--- src/rtl/mem_stage_wait_if.sv ---
// Handshake/bus bundle between EXECUTE, the MEM stage and WRITEBACK.
// The stage uses the slave modport; the upstream pipeline uses master.
interface mem_stage_wait_if #(
  parameter int RD_W = 5,
  parameter int SW_W = 13
);
  logic            XM_MemtoReg;
  logic            XM_RegWrite;
  logic            XM_MemRead;
  logic            XM_MemWrite;
  logic [1:0]      XM_Size;
  logic            XM_Unsigned;
  logic [31:0]     ALUout;
  logic [RD_W-1:0] XM_RD;
  logic [31:0]     XM_MD;
  logic [SW_W-1:0] sw;
  logic            mem_stall;
  logic            MW_MemtoReg;
  logic            MW_RegWrite;
  logic [31:0]     MW_ALUout;
  logic [31:0]     MDR;
  logic [RD_W-1:0] MW_RD;
  logic            MW_Misalign;

  modport master (
    output XM_MemtoReg, XM_RegWrite, XM_MemRead, XM_MemWrite, XM_Size,
           XM_Unsigned, ALUout, XM_RD, XM_MD, sw,
    input  mem_stall, MW_MemtoReg, MW_RegWrite, MW_ALUout, MDR, MW_RD,
           MW_Misalign
  );

  modport slave (
    input  XM_MemtoReg, XM_RegWrite, XM_MemRead, XM_MemWrite, XM_Size,
           XM_Unsigned, ALUout, XM_RD, XM_MD, sw,
    output mem_stall, MW_MemtoReg, MW_RegWrite, MW_ALUout, MDR, MW_RD,
           MW_Misalign
  );
endinterface

--- src/rtl/mem_stage_wait.sv ---
// MEM stage: byte/half/word data memory with configurable access latency,
// post-reset clear/preload sequencer and the XM->MW pipeline register.
module mem_stage_wait #(
  parameter int          ADDR_W  = 6,
  parameter int          RD_W    = 5,
  parameter int          SW_W    = 13,
  parameter int          LAT     = 0,
  parameter logic [31:0] INIT_W1 = 32'd1
) (
  input logic             clk,
  input logic             rst,
  mem_stage_wait_if.slave bus
);
  localparam int DEPTH = 2 ** ADDR_W;
  localparam logic [1:0] S_INIT = 2'd0;
  localparam logic [1:0] S_IDLE = 2'd1;
  localparam logic [1:0] S_WAIT = 2'd2;

  function automatic logic misaligned(input logic [1:0] size, input logic [1:0] lane);
    case (size)
      2'b00:   return 1'b0;
      2'b01:   return lane[0];
      default: return lane != 2'b00;
    endcase
  endfunction

  function automatic logic [31:0] load_extract(input logic [31:0] word, input logic [1:0] size,
                                               input logic [1:0] lane, input logic uns);
    logic [7:0]  b;
    logic [15:0] h;
    b = 8'(word >> {lane, 3'b000});
    h = lane[1] ? word[31:16] : word[15:0];
    case (size)
      2'b00:   return uns ? {24'd0, b} : {{24{b[7]}}, b};
      2'b01:   return uns ? {16'd0, h} : {{16{h[15]}}, h};
      default: return word;
    endcase
  endfunction

  function automatic logic [31:0] store_merge(input logic [31:0] old, input logic [31:0] md,
                                              input logic [1:0] size, input logic [1:0] lane);
    logic [31:0] r;
    r = old;
    case (size)
      2'b00:   r[{lane, 3'b000} +: 8] = md[7:0];
      2'b01:   if (lane[1]) r[31:16] = md[15:0]; else r[15:0] = md[15:0];
      default: r = md;
    endcase
    return r;
  endfunction

  logic [1:0]        state_q, state_d;
  logic [3:0]        cnt_q, cnt_d;
  logic [ADDR_W-1:0] idx_q, idx_d;
  logic              mw_memtoreg_q, mw_memtoreg_d;
  logic              mw_regwrite_q, mw_regwrite_d;
  logic [31:0]       mw_aluout_q, mw_aluout_d;
  logic [31:0]       mdr_q, mdr_d;
  logic [RD_W-1:0]   mw_rd_q, mw_rd_d;
  logic              mw_misalign_q, mw_misalign_d;
  logic [31:0]       mem_q [DEPTH];

  logic              mem_we;
  logic [ADDR_W-1:0] mem_waddr;
  logic [31:0]       mem_wdata;
  logic [ADDR_W-1:0] word_idx;
  logic [1:0]        lane;
  logic [31:0]       rd_word;
  logic              mem_op, mis, complete;

  assign word_idx = bus.ALUout[ADDR_W+1:2];
  assign lane     = bus.ALUout[1:0];
  assign rd_word  = mem_q[word_idx];
  assign mem_op   = bus.XM_MemRead | bus.XM_MemWrite;
  assign mis      = misaligned(bus.XM_Size, lane);

  always_comb begin
    state_d   = state_q;
    cnt_d     = cnt_q;
    idx_d     = idx_q;
    complete  = 1'b0;
    mem_we    = 1'b0;
    mem_waddr = word_idx;
    mem_wdata = store_merge(rd_word, bus.XM_MD, bus.XM_Size, lane);
    case (state_q)
      S_INIT: begin
        mem_we    = 1'b1;
        mem_waddr = idx_q;
        if (idx_q == '0)                 mem_wdata = 32'(bus.sw);
        else if (idx_q == ADDR_W'(1))    mem_wdata = INIT_W1;
        else                             mem_wdata = 32'd0;
        idx_d = idx_q + ADDR_W'(1);
        if (idx_q == {ADDR_W{1'b1}}) state_d = S_IDLE;
      end
      S_IDLE: begin
        if (mem_op && LAT != 0) begin
          state_d = S_WAIT;
          cnt_d   = 4'(LAT - 1);
        end else begin
          complete = 1'b1;
        end
      end
      S_WAIT: begin
        if (cnt_q != 4'd0) begin
          cnt_d = cnt_q - 4'd1;
        end else begin
          complete = 1'b1;
          state_d  = S_IDLE;
        end
      end
      default: begin
        state_d = S_INIT;
        idx_d   = '0;
      end
    endcase
    // A store takes precedence over a simultaneous load; misaligned stores are dropped.
    if (complete && bus.XM_MemWrite && !mis) mem_we = 1'b1;
  end

  always_comb begin
    mw_memtoreg_d = 1'b0;
    mw_regwrite_d = 1'b0;
    mw_aluout_d   = 32'd0;
    mw_rd_d       = '0;
    mw_misalign_d = 1'b0;
    mdr_d         = mdr_q;
    if (complete) begin
      mw_memtoreg_d = bus.XM_MemtoReg;
      mw_regwrite_d = bus.XM_RegWrite;
      mw_aluout_d   = bus.ALUout;
      mw_rd_d       = bus.XM_RD;
      mw_misalign_d = mem_op & mis;
      if (bus.XM_MemRead && !bus.XM_MemWrite)
        mdr_d = mis ? 32'd0 : load_extract(rd_word, bus.XM_Size, lane, bus.XM_Unsigned);
    end
  end

  always_ff @(posedge clk or negedge rst) begin
    if (!rst) begin
      state_q       <= S_INIT;
      cnt_q         <= 4'd0;
      idx_q         <= '0;
      mw_memtoreg_q <= 1'b0;
      mw_regwrite_q <= 1'b0;
      mw_aluout_q   <= 32'd0;
      mdr_q         <= 32'd0;
      mw_rd_q       <= '0;
      mw_misalign_q <= 1'b0;
    end else begin
      state_q       <= state_d;
      cnt_q         <= cnt_d;
      idx_q         <= idx_d;
      mw_memtoreg_q <= mw_memtoreg_d;
      mw_regwrite_q <= mw_regwrite_d;
      mw_aluout_q   <= mw_aluout_d;
      mdr_q         <= mdr_d;
      mw_rd_q       <= mw_rd_d;
      mw_misalign_q <= mw_misalign_d;
    end
  end

  // Memory is never cleared by reset; reset forces INIT, which rewrites every word.
  always_ff @(posedge clk) begin
    if (mem_we) mem_q[mem_waddr] <= mem_wdata;
  end

  assign bus.mem_stall   = ~complete;
  assign bus.MW_MemtoReg = mw_memtoreg_q;
  assign bus.MW_RegWrite = mw_regwrite_q;
  assign bus.MW_ALUout   = mw_aluout_q;
  assign bus.MDR         = mdr_q;
  assign bus.MW_RD       = mw_rd_q;
  assign bus.MW_Misalign = mw_misalign_q;
endmodule

--- src/flat_wrapper.sv ---
// flat-port wrapper written by rule: the top's interface ports become plain ports
module mem_stage_wait_flat 
#(
  parameter int          ADDR_W  = 6,
  parameter int          RD_W    = 5,
  parameter int          SW_W    = 13,
  parameter int          LAT     = 0,
  parameter logic [31:0] INIT_W1 = 32'd1
)
  (clk, rst, bus_XM_MemtoReg, bus_XM_RegWrite, bus_XM_MemRead, bus_XM_MemWrite, bus_XM_Size, bus_XM_Unsigned, bus_ALUout, bus_XM_RD, bus_XM_MD, bus_sw, bus_mem_stall, bus_MW_MemtoReg, bus_MW_RegWrite, bus_MW_ALUout, bus_MDR, bus_MW_RD, bus_MW_Misalign);
  mem_stage_wait_if #(.RD_W(RD_W), .SW_W(SW_W)) bus_i ();
  input logic clk;
  input logic rst;
  input wire logic [$bits(bus_i.XM_MemtoReg)-1:0] bus_XM_MemtoReg;
  input wire logic [$bits(bus_i.XM_RegWrite)-1:0] bus_XM_RegWrite;
  input wire logic [$bits(bus_i.XM_MemRead)-1:0] bus_XM_MemRead;
  input wire logic [$bits(bus_i.XM_MemWrite)-1:0] bus_XM_MemWrite;
  input wire logic [$bits(bus_i.XM_Size)-1:0] bus_XM_Size;
  input wire logic [$bits(bus_i.XM_Unsigned)-1:0] bus_XM_Unsigned;
  input wire logic [$bits(bus_i.ALUout)-1:0] bus_ALUout;
  input wire logic [$bits(bus_i.XM_RD)-1:0] bus_XM_RD;
  input wire logic [$bits(bus_i.XM_MD)-1:0] bus_XM_MD;
  input wire logic [$bits(bus_i.sw)-1:0] bus_sw;
  output wire logic [$bits(bus_i.mem_stall)-1:0] bus_mem_stall;
  output wire logic [$bits(bus_i.MW_MemtoReg)-1:0] bus_MW_MemtoReg;
  output wire logic [$bits(bus_i.MW_RegWrite)-1:0] bus_MW_RegWrite;
  output wire logic [$bits(bus_i.MW_ALUout)-1:0] bus_MW_ALUout;
  output wire logic [$bits(bus_i.MDR)-1:0] bus_MDR;
  output wire logic [$bits(bus_i.MW_RD)-1:0] bus_MW_RD;
  output wire logic [$bits(bus_i.MW_Misalign)-1:0] bus_MW_Misalign;
  assign bus_i.XM_MemtoReg = bus_XM_MemtoReg;
  assign bus_i.XM_RegWrite = bus_XM_RegWrite;
  assign bus_i.XM_MemRead = bus_XM_MemRead;
  assign bus_i.XM_MemWrite = bus_XM_MemWrite;
  assign bus_i.XM_Size = bus_XM_Size;
  assign bus_i.XM_Unsigned = bus_XM_Unsigned;
  assign bus_i.ALUout = bus_ALUout;
  assign bus_i.XM_RD = bus_XM_RD;
  assign bus_i.XM_MD = bus_XM_MD;
  assign bus_i.sw = bus_sw;
  assign bus_mem_stall = bus_i.mem_stall;
  assign bus_MW_MemtoReg = bus_i.MW_MemtoReg;
  assign bus_MW_RegWrite = bus_i.MW_RegWrite;
  assign bus_MW_ALUout = bus_i.MW_ALUout;
  assign bus_MDR = bus_i.MDR;
  assign bus_MW_RD = bus_i.MW_RD;
  assign bus_MW_Misalign = bus_i.MW_Misalign;
  mem_stage_wait #(.ADDR_W(ADDR_W), .RD_W(RD_W), .SW_W(SW_W), .LAT(LAT), .INIT_W1(INIT_W1)) u_core (.clk(clk), .rst(rst), .bus(bus_i));
endmodule
--- config.mk ---
export PLATFORM = sky130hd
export DESIGN_NAME = mem_stage_wait_flat
export DESIGN_NICKNAME = d
export VERILOG_FILES = /design/src/rtl/mem_stage_wait_if.sv /design/src/rtl/mem_stage_wait.sv /design/src/flat_wrapper.sv
export SDC_FILE = /design/constraint.sdc
export NUM_CORES = 2
export LEC_CHECK = 0
export BUFFER_PORTS_ARGS = -buffer_cell sky130_fd_sc_hd__buf_2
export CAP_MARGIN = 20
export CORE_MARGIN = 2
export CORE_UTILIZATION = 45
export DETAILED_ROUTE_END_ITERATION = 16
export MAX_ROUTING_LAYER = met4
export PLACE_DENSITY = 0.65
export RECOVER_POWER = 25
export SLEW_MARGIN = 20
export SYNTH_ARGS = -nofsm -noshare
export SYNTH_HDL_FRONTEND = slang
export SYNTH_SLANG_ARGS = --single-unit
export TNS_END_PERCENT = 20
--- constraint.sdc ---
create_clock -name clk -period 13.08 [get_ports clk]
set_input_delay 0.654 -clock clk [delete_from_list [all_inputs] [get_ports clk]]
set_output_delay 0.654 -clock clk [all_outputs]
set_load 0.03 [all_outputs]
Word-level counts from Yosys, hierarchy flattened
Memories as Yosys holds them, arrays and structs flattened.
Index checks and enable logic that the tools add are counted.
{"block": "op_classes", "n_eq_ne": 7, "n_shift": 3, "n_reduce_logical": 14, "addsub": 3, "bitwise_logic": 4, "muxes": 29}
{"operator": "2-to-1 mux 32 bit", "n": 6}
{"operator": "one-hot mux 32 bit (2 select lines)", "n": 2}
{"operator": "2-to-1 mux 16 bit", "n": 3}
{"operator": "bitwise mux 32 bit", "n": 1}
{"operator": "variable shift 8 x 7 -> 32 bit (first input constant)", "n": 1}
{"operator": "indexed part select 8 x 7 -> 32 bit", "n": 1}
{"operator": "right shift 32 x 5 -> 8 bit", "n": 1}
{"operator": "one-hot mux 6 bit (2 select lines)", "n": 1}
{"operator": "2-to-1 mux 1 bit", "n": 9}
{"operator": "negation 5 -> 7 bit", "n": 1}
{"operator": "adder 6 x 1 -> 6 bit (second input constant)", "n": 1}
{"operator": "equality test 6 x 1 -> 1 bit (second input constant)", "n": 1}
{"operator": "equality test 6 bit (second input constant)", "n": 1}
{"operator": "logical NOT 6 bit", "n": 1}
{"operator": "2-to-1 mux 6 bit", "n": 1}
{"operator": "one-hot mux 2 bit (3 select lines)", "n": 1}
{"operator": "2-to-1 mux 5 bit", "n": 1}
{"operator": "equality test 2 x 1 -> 1 bit (second input constant)", "n": 2}
{"operator": "logical NOT 2 bit", "n": 2}
{"operator": "2-to-1 mux 2 bit", "n": 2}
{"operator": "one-hot mux 1 bit (2 select lines)", "n": 2}
{"operator": "AND reduction 2 bit", "n": 2}
{"operator": "nonzero test 4 bit", "n": 1}
{"operator": "subtractor 4 x 1 -> 4 bit (second input constant)", "n": 1}
{"operator": "11 further kinds", "n": 15}
{"block": "word_totals", "input_bits": 91, "output_inout_bits": 73, "regBits": 84, "word_cells": 70, "ramBits": 2048, "memories": 1}
{"name": "u_core.mem_q", "depth": 64, "width": 32, "read_ports": 1, "rd_ports_with_merged_regs": 0, "wr": 1, "line_no": "mem_stage_wait.sv:61", "source": "logic [31:0] mem_q [DEPTH];"}

Logic depth before layout (Yosys ltp)
{"block": "depth", "ltp_word": 8, "mapped_depth": 16, "ltp_nobuf": 8}

Worst setup path before layout
No wires, ideal clock.
{"block": "synth_timing", "path_type": "in2reg", "from": "input bus_ALUout[4]", "to": "memory u_core.mem_q[0][21] (data pin)", "n_path_buf": 5, "setup_ns": 0.864, "cell_stages": 9, "slack_ns": 6.177, "arrival_time_ns": 6.039, "cell_sequence": "buf_2 > buf_4 > buf_2 > clkbuf_1 > buf_1 > mux4_2 > mux4_2 > a211oi_1 > nor4_1"}
{"block": "synth_between", "elab_chain_cells": 4}
{"element": "from (decl)", "line_no": "flat_wrapper.sv:20", "source": "input wire logic [$bits(bus_i.ALUout)-1:0] bus_ALUout;"}
{"element": "memory read (64 x 32 bit) (*)"}
{"element": "2-to-1 mux 16 bit / bitwise mux 32 bit (equally long branches)", "line_no": "mem_stage_wait.sv:46, mem_stage_wait.sv:45"}
{"element": "one-hot mux 32 bit (2 select lines) (*)", "line_no": "mem_stage_wait.sv:44", "source": "case (size)"}
{"element": "2-to-1 mux 32 bit (*)", "line_no": "mem_stage_wait.sv:85", "source": "case (state_q)"}
{"element": "via u_core.mem_wdata[21]", "line_no": "mem_stage_wait.sv:65", "source": "logic [31:0] mem_wdata;"}
{"element": "to (decl)", "line_no": "mem_stage_wait.sv:61"}
Mark *: on every way through the listed nets, which the timed path passes. The rest lies on a longest branch.

Worst setup path in the final report
{"block": "layout_timing", "from": "input bus_ALUout[4]", "to": "memory u_core.mem_q[58][27], enable pin"}
{"block": "layout_between", "elab_chain_cells": 1}
{"element": "2-to-1 mux 6 bit", "line_no": "mem_stage_wait.sv:85"}
Every way passes these cells.

==> results.ini <==
[synthesis]
ys.flop_type=edfxtp_1
synth_seq_area_share=0.7687
synth_cell_types=72
synth_compound_area_frac=0.03402
async_flop_share=0.03714
synth_top_family_by_area=multiplexers
syn_inst=3829
synthSimpleGateAreaFrac=0.02452
yosysWarnings=0
muxShareOfSynthArea=0.1566
synthAdderAreaFrac=0.001212
synth-seq-cells=2127
syn_avg_cell_area_um2=21.57
syn_nets=3928
synth_xor_area_frac=0.0005303
synth_edf_count=2048
synth_area_mm2=0.08258

[clock_tree]
numCtsBuffers=207
cts-htree-levels=4
cts_sinks=2127
clk_transition_reported_paths_ns=0.06
post_cts_resized=0
clock_latency_ns=0.86
cts.path.max_buffers=3
cts_tree=built
root_buffer=clkbuf_16

[worst_setup_path]
slowest_delay_ns=2.02
crit_buf_inv=6
crit_required_ns=13.09
r2r_start=u_core.state_q[0]
cp.arrival_ns=9.27
worstPathCellList=buf_8 > clkbuf_1 > clkbuf_1 > inv_1 > buf_4 > nor2_1 > or2_2 > nor2_1 > nand2_1 > nor2_4 > clkbuf_1
cp_slowest_cell=clkbuf_1
crit_path_frequent_cell=clkbuf_1
endpoint_kind=flop
path_class=input port to flop
startpoint_type=input port
critPathTopFamily=buffers and inverters
cp_max_fo=35
startpoint=bus_ALUout[4]

[placement]
portBuffers=163
hpwl_um=142200
place_area_mm2=0.08740
post-place-ws_ns=6.646
dp_cells=6330
gp_congestion=1.004

[global_route]
grt_max_degree=97
antenna_found_initial=10
grtUsageTotal=0.2743
grt_overflow=0
grt_pass1_vias=42210
grt_pass1_wl_um=341800

[drt]
firstDrtPassIters=8
drt-initial-drc-count=6860
vias_per_cell=6.454
wl_um=249200
avgRoutedWirePerCell_um=36.86
drcViolationCount=0
num_vias=43620
ant_nets=0

[outcome]
violations=max-capacitance violations, max-slew violations
status=finished with violations

[timing]
rsz0062_at_grt=no
finalSetupTns_ns=0
setup_violations=0
hold_violations=0
fmax_ghz=0.1080
min_period_over_period=0.7077
fin_skew_ns=0.05019
slew_viol_final=1099
fin_ws_ns=3.824
worst_pin_slew_ns=3.849
min_period_ns=9.256
relSlewSlack=-1.566

[layout]
final_nets=4284
layout-drive-gt1-share=0.2625
areaGrowthSynthToFinish_pct=13.66
instances_no_fill=6759
fin_area_mm2=0.09386

[floorplanning]
start_util=0.4520
row_count=157
chipHeight_um=432.4
ios=164
die_w_um=432.4
die_area_mm2=0.1870
core-area_mm2=0.1827

[power]
p_clk_frac=0.422
power_density_mw_per_mm2=144.4
swShare=0.2123
internal_power_mw=10.68
pwr-share-seq=0.543
p_switching_mw=2.877
p_leak_nw=26.05
ir_drop_v=0.0001201
comb_power_share=0.036

[job]
drv_cap=41

[min_path]
min_path_type=input port to flop
worstHoldStart=bus_XM_RD[4]

logic make-up after synthesis:
| kind of cell | count (synthesis) |
|---|---|
| DFF | 2127 |
| buffers and inverters | 222 |
| adders and majority gates | 8 |
| xor gates and xnor gates | 5 |
| muxes | 638 |
| AOI/OAI and AO/OA | 403 |
| and+or+nand+nor | 426 |
cell usage in the layout (no fill, tap or decap), drive strengths merged, types with 11 or more instances in the layout:
cell type    instances
a211oi              11
a21oi               72
a221o               14
a221oi              24
a22o                15
a22oi              101
a31oi               17
and2                46
buf                228
clkbuf             374
clkinv              97
dfrtp               79
dlygate4sd3         28
edfxtp            2048
inv                 16
mux2                31
mux2i               89
mux4               518
nand2              112
nand2b              12
nand3               45
nor2               132
nor2b               17
nor3                17
o21ai               55
o22ai               28
power by group through the flow:
stage	combinational, mW	clock (mW)	sequential [mW]
after floorplan	0.276	0	7.50
after global placement	0.473	0	7.50
after detailed placement	0.473	0	7.50
after CTS	0.480	5.77	7.35
after global routing	0.498	6.04	7.35
final	0.484	5.72	7.35
layout make-up:
type,instances,area (um2)
antenna,8,20.02
clock buffer,273,5488
clock inverter,117,980.9
fill,14250,88830
inverter,12,45.04
multi-input combinational,1480,18560
sequential,2127,63480
tap,2385,2984
timing repair buffer,357,2307
metrics by stage:
stage                     hold slack (ns)  utilization  total power [mW]
after floorplan                    0.3584            -             7.775
after global placement             0.4706       0.4780             7.971
after detailed placement           0.4769       0.4784             7.970
after CTS                       0.0005493       0.5153             13.60
after global routing              0.02192       0.5138             13.88
final                             0.05260       0.5138             13.55
synth_stat cells (6+ instances only):
master	instances	area share
a31oi_1	17	0.0013
mux2_2	31	0.0042
clkbuf_1	91	0.0041
nor3_1	17	0.0010
nand3_1	45	0.0027
buf_4	28	0.0025
a222oi_1	8	0.00097
a21oi_1	72	0.0044
o211ai_1	10	0.00091
buf_2	45	0.0027
and3_1	8	0.00061
nor2_1	132	0.0060
nor4_1	6	0.00045
a211oi_1	11	0.0010
buf_6	19	0.0026
o221ai_1	6	0.00064
mux2i_1	89	0.011
nand2_1	112	0.0051
mux4_1	6	0.0019
o21ai_1	6	0.00036
a22oi_1	101	0.0092
and2_1	45	0.0034
a22o_1	15	0.0016
ha_1	8	0.0012
inv_1	7	0.00032
a221oi_1	24	0.0025
a2111oi_0	6	0.00064
a221o_1	14	0.0017
edfxtp_1	2048	0.74
mux4_2	512	0.14
buf_1	23	0.0010
dfrtp_1	79	0.024
o22ai_1	28	0.0021
nand2b_1	12	0.00091
o21ai_0	49	0.0030
nor2b_1	17	0.0013
worst paths after layout:
kind	depth (start not counted)	slack (ns)	endpoint
max reg2reg	7	5.23	u_core.mem_q[58][27]
min	2	0.05	u_core.bus.MW_RD[4]
max in group asynchronous	3	8.49	u_core.bus.MW_ALUout[2]
max	11	3.82	u_core.mem_q[58][27]
min reg2reg	1	0.49	u_core.bus.MDR[30]
min in group asynchronous	2	1.18	u_core.bus.MDR[4]
routing by layer:
| layer | up-vias | part of all wire | global-route usage |
|---|---|---|---|
| met3 | 566 | 0.10 | 0.05243 |
| met4 | 0 | 0.058 | 0.1286 |
| met1 | 23270 | 0.37 | 0.3560 |
| met2 | 2844 | 0.47 | 0.4216 |
| li1 | 16950 | - | - |
| met5 | - | 0 | - |
registers in the layout (all words and copies together), names as in the netlist:
register	count
u_core.idx_q	6
u_core.bus.MW_RD	5
u_core.state_q	1
u_core.bus.MW_Misalign	1
u_core.bus.MW_RegWrite	1
u_core.bus.MW_MemtoReg	1
u_core.mem_q	2048
u_core.bus.MW_ALUout	32
u_core.bus.MDR	32
what timing repair did:
action / in CTS / in global routing
hold buffers: 28 / 0
hold endpoints to repair: 61 / 0
buffers inserted: 0 / 0
Note: power is estimated with default switching activity, not from simulation.
